$ cat config.mk
export PLATFORM = sky130hd
export DESIGN_NAME = usb_fs_rx
export DESIGN_NICKNAME = d
export VERILOG_FILES = /design/src/rtl/usb_fs_pkg.sv /design/src/rtl/usb_fs_rx_dpll.sv /design/src/rtl/usb_fs_rx.sv
export SDC_FILE = /design/constraint.sdc
export NUM_CORES = 1
export LEC_CHECK = 0
export BUFFER_PORTS_ARGS = -buffer_cell sky130_fd_sc_hd__buf_4
export CAP_MARGIN = 30
export CORE_ASPECT_RATIO = 0.9
export CORE_MARGIN = 3
export CORE_UTILIZATION = 60
export CTS_CLUSTER_DIAMETER = 200
export DETAILED_ROUTE_END_ITERATION = 6
export PLACE_DENSITY = 0.79
export SYNTH_ARGS = -nofsm -noshare
export SYNTH_HDL_FRONTEND = slang
export SYNTH_HIERARCHICAL = 1
export SYNTH_SLANG_ARGS = --single-unit
$ cat constraint.sdc
create_clock -name usb_clk_i -period 5.2 [get_ports usb_clk_i]
set_clock_uncertainty 0.15 [all_clocks]
set_input_delay 0.26 -clock usb_clk_i [delete_from_list [all_inputs] [get_ports usb_clk_i]]
set_output_delay 0.26 -clock usb_clk_i [all_outputs]
set_load 0.05 [all_outputs]
$ cat src/rtl/usb_fs_pkg.sv
// Shared definitions for the full-speed USB receive front-end.
// Holds the receive FSM state type, the {D-,D+} line-state encodings,
// the bit-stuffing run length and the phase at which the recovered
// clock samples the line.
package usb_fs_pkg;

  typedef enum logic [2:0] {
    IDLE,
    SYNC,
    DATA,
    EOP,
    ERR
  } rx_state_t;

  localparam logic [1:0] LS_J   = 2'b01;
  localparam logic [1:0] LS_K   = 2'b10;
  localparam logic [1:0] LS_SE0 = 2'b00;

  localparam int unsigned BIT_STUFF_LEN = 6;
  localparam int unsigned SAMPLE_PHASE  = 2;

endpackage

$ cat src/rtl/usb_fs_rx_dpll.sv
// Input synchroniser, line-state filter and 4x oversampled clock recovery.
// Ports:
//   clk, rst_n    : 48 MHz clock, async active-low reset
//   rcv, dp, dn   : raw asynchronous pad receiver outputs
//   sample_stb    : one-cycle mid-bit sample strobe
//   rcv_s         : synchronised differential receiver output
//   se0_s         : synchronised SE0 (dp = dn = 0)
//   ls_s          : filtered line state {D-, D+}
module usb_fs_rx_dpll
  import usb_fs_pkg::*;
#(
  parameter int unsigned OVERSAMPLE = 4
) (
  input  logic       clk,
  input  logic       rst_n,
  input  logic       rcv,
  input  logic       dp,
  input  logic       dn,
  output logic       sample_stb,
  output logic       rcv_s,
  output logic       se0_s,
  output logic [1:0] ls_s
);

  logic       rcv_m;
  logic       dp_m;
  logic       dn_m;
  logic       dp_s;
  logic       dn_s;
  logic [1:0] phase;

  always_ff @(posedge clk or negedge rst_n) begin
    if (!rst_n) begin
      rcv_m <= 1'b0;
      rcv_s <= 1'b0;
      dp_m  <= 1'b0;
      dp_s  <= 1'b0;
      dn_m  <= 1'b0;
      dn_s  <= 1'b0;
      ls_s  <= LS_SE0;
      phase <= '0;
    end else begin
      rcv_m <= rcv;
      rcv_s <= rcv_m;
      dp_m  <= dp;
      dp_s  <= dp_m;
      dn_m  <= dn;
      dn_s  <= dn_m;
      // Both synchroniser stages agreeing means the level held for two
      // consecutive cycles; only then is the line state updated.
      if ({dn_m, dp_m} == {dn_s, dp_s}) begin
        ls_s <= {dn_s, dp_s};
      end
      // Edge seen between the stages: phase is 0 in the same cycle the
      // new level appears on rcv_s, so the strobe lands 2 cycles later.
      if (rcv_m != rcv_s) begin
        phase <= '0;
      end else if (phase == 2'(OVERSAMPLE - 1)) begin
        phase <= '0;
      end else begin
        phase <= phase + 2'd1;
      end
    end
  end

  assign sample_stb = (phase == 2'(SAMPLE_PHASE));
  assign se0_s      = ~dp_s & ~dn_s;

endmodule

$ cat src/rtl/usb_fs_rx.sv
// Full-speed USB receive front-end: NRZI decode, SYNC detection,
// bit-unstuffing, byte assembly and EOP detection, UTMI receive side.
// Ports:
//   usb_clk_i, usb_rstn_i      : 48 MHz clock, async active-low reset
//   rx_en_i                    : receive enable (low aborts reception)
//   rx_rcv_i, rx_dp_i, rx_dn_i : asynchronous pad receiver outputs
//   utmi_data_o                : last received byte
//   utmi_rxvalid_o             : one-cycle strobe, utmi_data_o updated
//   utmi_rxactive_o            : high from SYNC to EOP/abort
//   utmi_rxerror_o             : one-cycle error strobe
//   utmi_linestate_o           : filtered {D-, D+}
module usb_fs_rx
  import usb_fs_pkg::*;
#(
  parameter int unsigned OVERSAMPLE       = 4,
  parameter int unsigned SYNC_MIN_ZEROS   = 3,
  parameter int unsigned EOP_TIMEOUT_BITS = 8
) (
  input  logic       usb_clk_i,
  input  logic       usb_rstn_i,
  input  logic       rx_en_i,
  input  logic       rx_rcv_i,
  input  logic       rx_dp_i,
  input  logic       rx_dn_i,
  output logic [7:0] utmi_data_o,
  output logic       utmi_rxvalid_o,
  output logic       utmi_rxactive_o,
  output logic       utmi_rxerror_o,
  output logic [1:0] utmi_linestate_o
);

  logic       sample_stb;
  logic       rcv_s;
  logic       se0_s;
  logic [1:0] ls_s;

  usb_fs_rx_dpll #(
    .OVERSAMPLE(OVERSAMPLE)
  ) u_dpll (
    .clk       (usb_clk_i),
    .rst_n     (usb_rstn_i),
    .rcv       (rx_rcv_i),
    .dp        (rx_dp_i),
    .dn        (rx_dn_i),
    .sample_stb(sample_stb),
    .rcv_s     (rcv_s),
    .se0_s     (se0_s),
    .ls_s      (ls_s)
  );

  assign utmi_linestate_o = ls_s;

  rx_state_t  state, state_n;
  logic       last_rcv, last_rcv_n;
  logic [3:0] zero_cnt, zero_cnt_n;
  logic [2:0] one_cnt, one_cnt_n;
  logic [2:0] bit_cnt, bit_cnt_n;
  logic [7:0] shift, shift_n;
  logic [7:0] tmo_cnt, tmo_cnt_n;
  logic       se0_seen, se0_seen_n;
  logic [7:0] data_n;
  logic       valid_n, active_n, error_n;
  logic       nrzi_bit;
  logic       is_j, is_k;

  assign nrzi_bit = (rcv_s == last_rcv);
  assign is_j     = (ls_s == LS_J);
  assign is_k     = (ls_s == LS_K);

  always_comb begin
    state_n    = state;
    last_rcv_n = last_rcv;
    zero_cnt_n = zero_cnt;
    one_cnt_n  = one_cnt;
    bit_cnt_n  = bit_cnt;
    shift_n    = shift;
    tmo_cnt_n  = tmo_cnt;
    se0_seen_n = se0_seen;
    data_n     = utmi_data_o;
    valid_n    = 1'b0;
    error_n    = 1'b0;
    active_n   = utmi_rxactive_o;

    if (!rx_en_i) begin
      state_n    = IDLE;
      active_n   = 1'b0;
      zero_cnt_n = '0;
      one_cnt_n  = '0;
      bit_cnt_n  = '0;
      tmo_cnt_n  = '0;
      se0_seen_n = 1'b0;
    end else if (sample_stb) begin
      last_rcv_n = rcv_s;
      unique case (state)
        IDLE: begin
          zero_cnt_n = '0;
          one_cnt_n  = '0;
          if (is_k) state_n = SYNC;
        end
        SYNC: begin
          if (se0_s) begin
            state_n = IDLE;
          end else if (!nrzi_bit) begin
            if (zero_cnt != '1) zero_cnt_n = zero_cnt + 4'd1;
          end else if (zero_cnt >= 4'(SYNC_MIN_ZEROS)) begin
            state_n   = DATA;
            active_n  = 1'b1;
            one_cnt_n = '0;
            bit_cnt_n = '0;
          end else begin
            state_n = IDLE;
          end
        end
        DATA: begin
          if (se0_s) begin
            state_n = EOP;
            if (bit_cnt >= 3'd2) error_n = 1'b1;
          end else if (one_cnt == 3'(BIT_STUFF_LEN)) begin
            // Stuff bit slot: a 0 is dropped, a 1 is a stuffing violation.
            if (nrzi_bit) begin
              error_n    = 1'b1;
              state_n    = ERR;
              tmo_cnt_n  = '0;
              se0_seen_n = 1'b0;
            end else begin
              one_cnt_n = '0;
            end
          end else begin
            shift_n   = {nrzi_bit, shift[7:1]};
            one_cnt_n = nrzi_bit ? one_cnt + 3'd1 : '0;
            bit_cnt_n = bit_cnt + 3'd1;
            if (bit_cnt == 3'd7) begin
              data_n  = shift_n;
              valid_n = 1'b1;
            end
          end
        end
        EOP: begin
          if (is_j) begin
            state_n  = IDLE;
            active_n = 1'b0;
          end else if (is_k) begin
            error_n    = 1'b1;
            state_n    = ERR;
            tmo_cnt_n  = '0;
            se0_seen_n = 1'b0;
          end
        end
        ERR: begin
          if (se0_s) begin
            se0_seen_n = 1'b1;
            tmo_cnt_n  = '0;
          end else if ((se0_seen && is_j) || (tmo_cnt == 8'(EOP_TIMEOUT_BITS - 1))) begin
            state_n  = IDLE;
            active_n = 1'b0;
          end else begin
            tmo_cnt_n = tmo_cnt + 8'd1;
          end
        end
        default: state_n = IDLE;
      endcase
    end
  end

  always_ff @(posedge usb_clk_i or negedge usb_rstn_i) begin
    if (!usb_rstn_i) begin
      state           <= IDLE;
      last_rcv        <= 1'b1;
      zero_cnt        <= '0;
      one_cnt         <= '0;
      bit_cnt         <= '0;
      shift           <= '0;
      tmo_cnt         <= '0;
      se0_seen        <= 1'b0;
      utmi_data_o     <= '0;
      utmi_rxvalid_o  <= 1'b0;
      utmi_rxactive_o <= 1'b0;
      utmi_rxerror_o  <= 1'b0;
    end else begin
      state           <= state_n;
      last_rcv        <= last_rcv_n;
      zero_cnt        <= zero_cnt_n;
      one_cnt         <= one_cnt_n;
      bit_cnt         <= bit_cnt_n;
      shift           <= shift_n;
      tmo_cnt         <= tmo_cnt_n;
      se0_seen        <= se0_seen_n;
      utmi_data_o     <= data_n;
      utmi_rxvalid_o  <= valid_n;
      utmi_rxactive_o <= active_n;
      utmi_rxerror_o  <= error_n;
    end
  end

endmodule

==> impl_metrics.toml, run 1 <==
[run_status]
status = "completed"

[critical_path]
crit_type = "reg -> reg"
path_max_fanout = 14
regToRegEndpoint = "utmi_data_o[5]"
worst_path_largest_cell_delay_ns = 0.54
crit_path_top_delay_cell = "and4_1"
critical_path_depth = 5
end_kind = "flip-flop"
cp_data_required_time_ns = 5.24
worstPathArrival_ns = 2.73
r2r_cells = 5
start_kind = "flip-flop"
crit_family = "simple AND/OR/NAND/NOR gates"
critical_path_buf_inv_count = 0
path_cells = "nor2_1 > nor4b_1 > and4_1 > nand2_1 > mux2_1"
r2r_slack_ns = 2.51
reg2reg_from = "u_dpll/dp_s"

[place]
dp_hpwl_um = 3339
place_congestion = 0.9208
portBuffers = 18
detailedPlace.worstSlack_ns = 2.546

[sta]
setup_viol = 0
worst_slew_pin_slew_ns = 0.7961
min_period_ns = 2.686
slew_headroom = 0.4673
fmax_mhz = 372.3
fin_tns_setup_ns = 0
fin_ws_ns = 2.514
hold_viol = 0
fin_crit_sh = 0.5166
rsz0062_at_grt = "false"
drv_slew = 0

[final_layout]
final_common_cell = "dfrtp_1"
final_core_util = 0.7335
final_cell_mix = "dfrtp_1, nand2_1, buf_4, nor2_1, a21oi_1"
syn_to_final_growth_pct = 11.68
n_antenna_cell = 0
num-nets-final = 279
layout-drive-gt1-share = 0.1660

[synth]
async_flop_share = 1.000
synth_edf_count = 0
synth_seq_area_share = 0.4968
yosysTopAreaCell = "dfrtp_1"
synth_area_um2 = 2571
ys.warnings.count = 6
syn-instance-count = 245
ys_seq_elements = 51
synth_cell_type_count = 52
synth_flop_cell = "dfrtp_1"
syn_nets = 259
synth_area_per_cell_um2 = 10.49
synth_top_area_frac = 0.4866
synth.area.top_cells = "dfrtp_1, mux2_2, ha_1"

[clock_tree]
numCtsBuffers = 5
clock_latency_ns = 0.31
cts_tree = "built"
path_clk_slew_ns = 0.08
postCtsSetupBuffers = 0
root_buffer = "clkbuf_8"
clock-sinks = 51
htreeDepth = 2
clockBufferDepth = 2

[floorplan]
ioPinCount = 19
die_w_um = 75.01
start_util = 0.6568
die_h_um = 68.11
core_area_um2 = 3915
die_area_um2 = 5108
rows = 21

[global_routing]
grt_pass1_wl_um = 8045
grt_pass1_vias = 1778
gr-usage-all-layers = 0.2086
grt_antenna_before_repair = 0
grt_remaining_overflow = 0
grt_max_degree = 52

[power_and_ir_drop]
finalPower_w = 0.0008752
ir_drop_mv = 0.2217
powerDensity_nw_per_um2 = 304.8
cellLeakagePower_nw = 1.330

[route]
wl_um = 4798
wl_per_cell_um = 15.43
via_per_inst = 6.145
dr.pass1.iters = 4
num_vias = 1911
drt-initial-drc-count = 139
drc = 0
antenna_left = 0

[min_path]
min_to = "utmi_rxactive_o"
worstHoldStart = "rx_en_i"
holdCritPathClass = "in -> reg"
min_path_cells = 3

[flow_run]
cap_violations = 0
## where the power goes
| part | switching (W) | internal, W | total [W] |
|---|---|---|---|
| combinational | 0.0000957 | 0.0000617 | 0.000157 |
| sequential | 0.0000325 | 0.000421 | 0.000454 |
| clock | 0.000123 | 0.000141 | 0.000264 |
| total | 0.000251 | 0.000624 | 0.000875 |
## layer usage
layer / up-vias / track usage / routed length [um]
met2: 70 / 0.3304 / 2178
met1: 896 / 0.2727 / 2219
met5: - / 0 / 0
met4: 0 / 0.09111 / 55
li1: 940 / - / -
met3: 5 / 0.04993 / 344
## final cells by class
| type | instances | area [um^2] |
|---|---|---|
| Timing Repair Buffer | 22 | 175.2 |
| Inverter | 11 | 41.29 |
| Clock buffer | 6 | 72.57 |
| Sequential cell | 51 | 1277 |
| Multi-Input combinational cell | 174 | 1217 |
| Clock inverter | 1 | 30.03 |
| Tap cell | 46 | 57.56 |
| Fill cell | 262 | 1044 |
## worst max-delay path by stage
stage                     start              to  slack (ns)
floorplan            tmo_cnt[3]        state[0]        2.89
global placement    u_dpll/dp_s  utmi_data_o[5]        2.68
detailed placement  u_dpll/dp_s  utmi_data_o[5]        2.55
CTS                 u_dpll/dp_s  utmi_data_o[5]        2.51
global route        u_dpll/dp_s  utmi_data_o[5]        2.30
finish              u_dpll/dp_s  utmi_data_o[5]        2.51
## worst min-delay path, delay by kind of cell
kind	cells	cell delay (ns)
buffers and inverters	1	0.15
and+or+nand+nor	1	0.07
AOI/OAI and AO/OA	1	0.07
## sequential cells by signal, indices dropped and copies added, names as in the netlist
register / flops
u_dpll/rcv_m: 1
state: 3
last_rcv: 1
utmi_data_o: 8
bit_cnt: 3
u_dpll/rcv_s: 1
tmo_cnt: 8
u_dpll/dn_m: 1
u_dpll/dp_s: 1
u_dpll/dp_m: 1
utmi_rxactive_o: 1
utmi_rxerror_o: 1
u_dpll/phase: 2
one_cnt: 3
shift: 7
se0_seen: 1
zero_cnt: 4
u_dpll/dn_s: 1
u_dpll/ls_s: 2
utmi_rxvalid_o: 1
## stage by stage
step           instance area (um^2)  hold WS, ns  std cells
2_1_floorplan                  2571      -0.1856        245
3_3_place_gp                   2729       0.1650        300
3_5_place_dp                   2729       0.1644        300
4_1_cts                        2872       0.1312        311
5_1_grt                        2872       0.1532        311
6_report                       2872       0.1307        311
## synthesized netlist by cell type (2+ instances only)
cell,n
nor4_1,2
ha_1,8
nor2_1,14
o22ai_1,4
clkbuf_1,7
dfrtp_1,50
xor2_1,4
o31a_1,2
nor3_1,7
o21ai_0,11
and4_2,2
nand4_1,2
a21oi_1,12
or3_1,2
a22o_1,2
nand3b_1,2
inv_1,11
or3b_2,2
nand3_1,6
nand2_1,19
or4_1,2
o21ai_1,6
nor3b_1,2
mux2_2,9
a31oi_1,4
o31ai_1,10
mux2i_1,3
mux2_1,8
nor2b_1,6
nand2b_1,4
## cell families (layout without fill, tap and decap cells)
logic type      after synthesis  after routing  share of synthesized area
compound gates               60             60                     0.1528
flops                        51             51                     0.4968
simple gates                 81             81                     0.1786
mux                          20             20                    0.08613
buf+inv                      20             40                    0.02968
fa+ha+maj                     8              8                    0.03893
xor+xnor                      5              5                    0.01703
## timing repair
action | CTS | global route
endpoints found under the hold margin | 53 | 0
resized for setup | 0 | 0
hold buffers | 4 | 0
Power figures use the tool's default switching activity.
==> run 2: changes to the inputs <==
--- a/config.mk
+++ b/config.mk
@@ -9,10 +9,10 @@
 export CAP_MARGIN = 30
 export CORE_ASPECT_RATIO = 0.9
 export CORE_MARGIN = 3
-export CORE_UTILIZATION = 60
+export CORE_UTILIZATION = 59
 export CTS_CLUSTER_DIAMETER = 200
 export DETAILED_ROUTE_END_ITERATION = 6
-export PLACE_DENSITY = 0.79
+export PLACE_DENSITY = 0.78
 export SYNTH_ARGS = -nofsm -noshare
 export SYNTH_HDL_FRONTEND = slang
 export SYNTH_HIERARCHICAL = 1
==> constraint.sdc (replaced) <==
create_clock -name usb_clk_i -period 2.8 [get_ports usb_clk_i]
set_clock_uncertainty 0.15 [all_clocks]
set_input_delay 0.14 -clock usb_clk_i [delete_from_list [all_inputs] [get_ports usb_clk_i]]
set_output_delay 0.14 -clock usb_clk_i [all_outputs]
set_load 0.05 [all_outputs]
==> run 2 against run 1 <==
Against the previous run: die area increased by 1.5%; power rose by 92%; global-route usage decreased by 1.1 points; non-clock buffer count grew 4; critical path depth stayed put; largest power group unchanged.
==> impl_metrics.toml, run 2 (same netlist as run 1, synthesis figures left out) <==
[sta]
hold_viol = 0
setup_viol = 0
min_period_ns = 2.451
fmax_mhz = 407.9
drv_slew = 0
fin_tns_setup_ns = 0
fin_crit_sh = 0.8755
rsz0062_at_grt = "false"
worst_slew_pin_slew_ns = 0.6203
slew_headroom = 0.5849

[clock_tree]
postCtsSetupBuffers = 0
clock_latency_ns = 0.30
path_clk_slew_ns = 0.09
clock-sinks = 51
cts_tree = "built"
root_buffer = "clkbuf_8"
numCtsBuffers = 5
clockBufferDepth = 2
htreeDepth = 2

[critical_path]
path_cells = "or4_1 > o31a_1 > o31a_1 > nor3_4 > mux2_1"
start_kind = "flip-flop"
cp_common_cell = "o31a_1"
crit_family = "simple AND/OR/NAND/NOR gates"
crit_path_top_delay_cell = "or4_1"
path_max_fanout = 6
critical_path_buf_inv_count = 0
r2r_cells = 5
cp_data_required_time_ns = 2.84
crit_type = "reg -> reg"
critical_path_depth = 5
worstPathArrival_ns = 2.49
end_kind = "flip-flop"
worst_path_largest_cell_delay_ns = 0.52

[floorplan]
core_area_um2 = 4129
start_util = 0.6227
die_h_um = 68.63
die_area_um2 = 5187
rows = 22
die_w_um = 75.59
ioPinCount = 19

[power_and_ir_drop]
clkPwrFrac = 0.320
powerDensity_nw_per_um2 = 573.5
cellLeakagePower_nw = 1.360
switchingPower_w = 0.0004744
p_int_w = 0.001202
p_seq_frac = 0.501
ir_drop_mv = 0.3865
sw_frac_of_total = 0.2830
power_frac_comb = 0.179

[route]
wl_met1_um = 2287
wl_per_cell_um = 14.68
wl_um = 4667
antenna_left = 0
wl_met3_um = 140
route.met2.wl_um = 2145
highest_layer = "met4"
num_vias = 1905
drt-initial-drc-count = 148
drc = 0
dr.pass1.iters = 4
via_per_inst = 5.991

[flow_run]
cap_violations = 0

[final_layout]
final_cell_mix = "dfrtp_1, buf_4, nand2_1, nor2_1, a21oi_1"
num-nets-final = 283
syn_to_final_growth_pct = 13.67
final_core_util = 0.7079
top_regs = "tmo_cnt (8), utmi_data_o (8), shift (7)"
layout-drive-gt1-share = 0.1852
fin_area_um2 = 2923
final_common_cell = "dfrtp_1"
n_antenna_cell = 0

[global_routing]
grt_antenna_before_repair = 0
grt_remaining_overflow = 0
grt_pass1_vias = 1712
gr-usage-all-layers = 0.1981
grt_pass1_wl_um = 7769
grt_max_degree = 52

[place]
placed_area_um2 = 2761
place_congestion = 0.8801
portBuffers = 18
dp_hpwl_um = 3261

[min_path]
min_path_cells = 3
holdCritPathClass = "in -> reg"

[run_status]
status = "completed"
[run 2: cell types whose count changed in the layout (fill, tap and decap cells not counted), sizes merged]
cell and delta:
buf +4, inv +1
[run 2: metrics by stage]
| step | hold WS [ns] | instances | power [W] | setup WS [ns] |
|---|---|---|---|---|
| detailed placement | 0.05020 | 306 | 0.001149 | 0.3611 |
| finish | 0.03979 | 318 | 0.001676 | 0.3487 |
| floorplan | -0.3056 | 245 | 0.001055 | 0.4889 |
| global placement | 0.05048 | 306 | 0.001143 | 0.3988 |
| CTS | 0.04168 | 318 | 0.001682 | 0.3460 |
| global route | 0.06253 | 318 | 0.001756 | 0.2353 |
[run 2: layout make-up]
| cell class | instances | area (um^2) |
|---|---|---|
| clock inverters | 2 | 38.79 |
| multi-input cells | 174 | 1217 |
| repair buffers | 26 | 205.2 |
| flip-flops and latches | 51 | 1277 |
| well taps | 48 | 60.06 |
| inverters | 11 | 41.29 |
| clock buffers | 6 | 82.58 |
| fillers | 290 | 1206 |
[run 2: final timing paths]
kind,slack (ns),from,to
worst max-delay path,0.35,tmo_cnt[3],state[1]
min in group asynchronous,0.25,usb_rstn_i,utmi_data_o[3]
worst min register to register,0.25,u_dpll/rcv_m,u_dpll/rcv_s
worst max register to register,0.35,tmo_cnt[3],state[1]
max in group asynchronous,1.83,usb_rstn_i,zero_cnt[0]
worst min-delay path,0.04,rx_en_i,utmi_rxactive_o
[run 2: power groups by stage]
stage	combinational (W)	clock [W]	sequential, W
after floorplan	0.000201	0	0.000854
after global placement	0.000290	0	0.000853
after detailed placement	0.000295	0	0.000854
after CTS	0.000301	0.000541	0.000840
after global routing	0.000334	0.000572	0.000851
final	0.000300	0.000536	0.000840
[run 2: tightest hold or removal path: stages]
cell,delay (ns)
buf_4,0.15
nand3_1,0.08
o21ai_0,0.08
[run 2: per-layer routing]
metal | global-route usage | up-vias
met3 | 0.03913 | 11
met1 | 0.2710 | 922
met4 | 0.06769 | 0
li1 | - | 937
met5 | 0 | -
met2 | 0.3157 | 35
[run 2: timing repair]
action / CTS / global route
gates resized for setup: 0 / 0
hold buffers: 4 / 0
endpoints found under the hold margin: 53 / 0
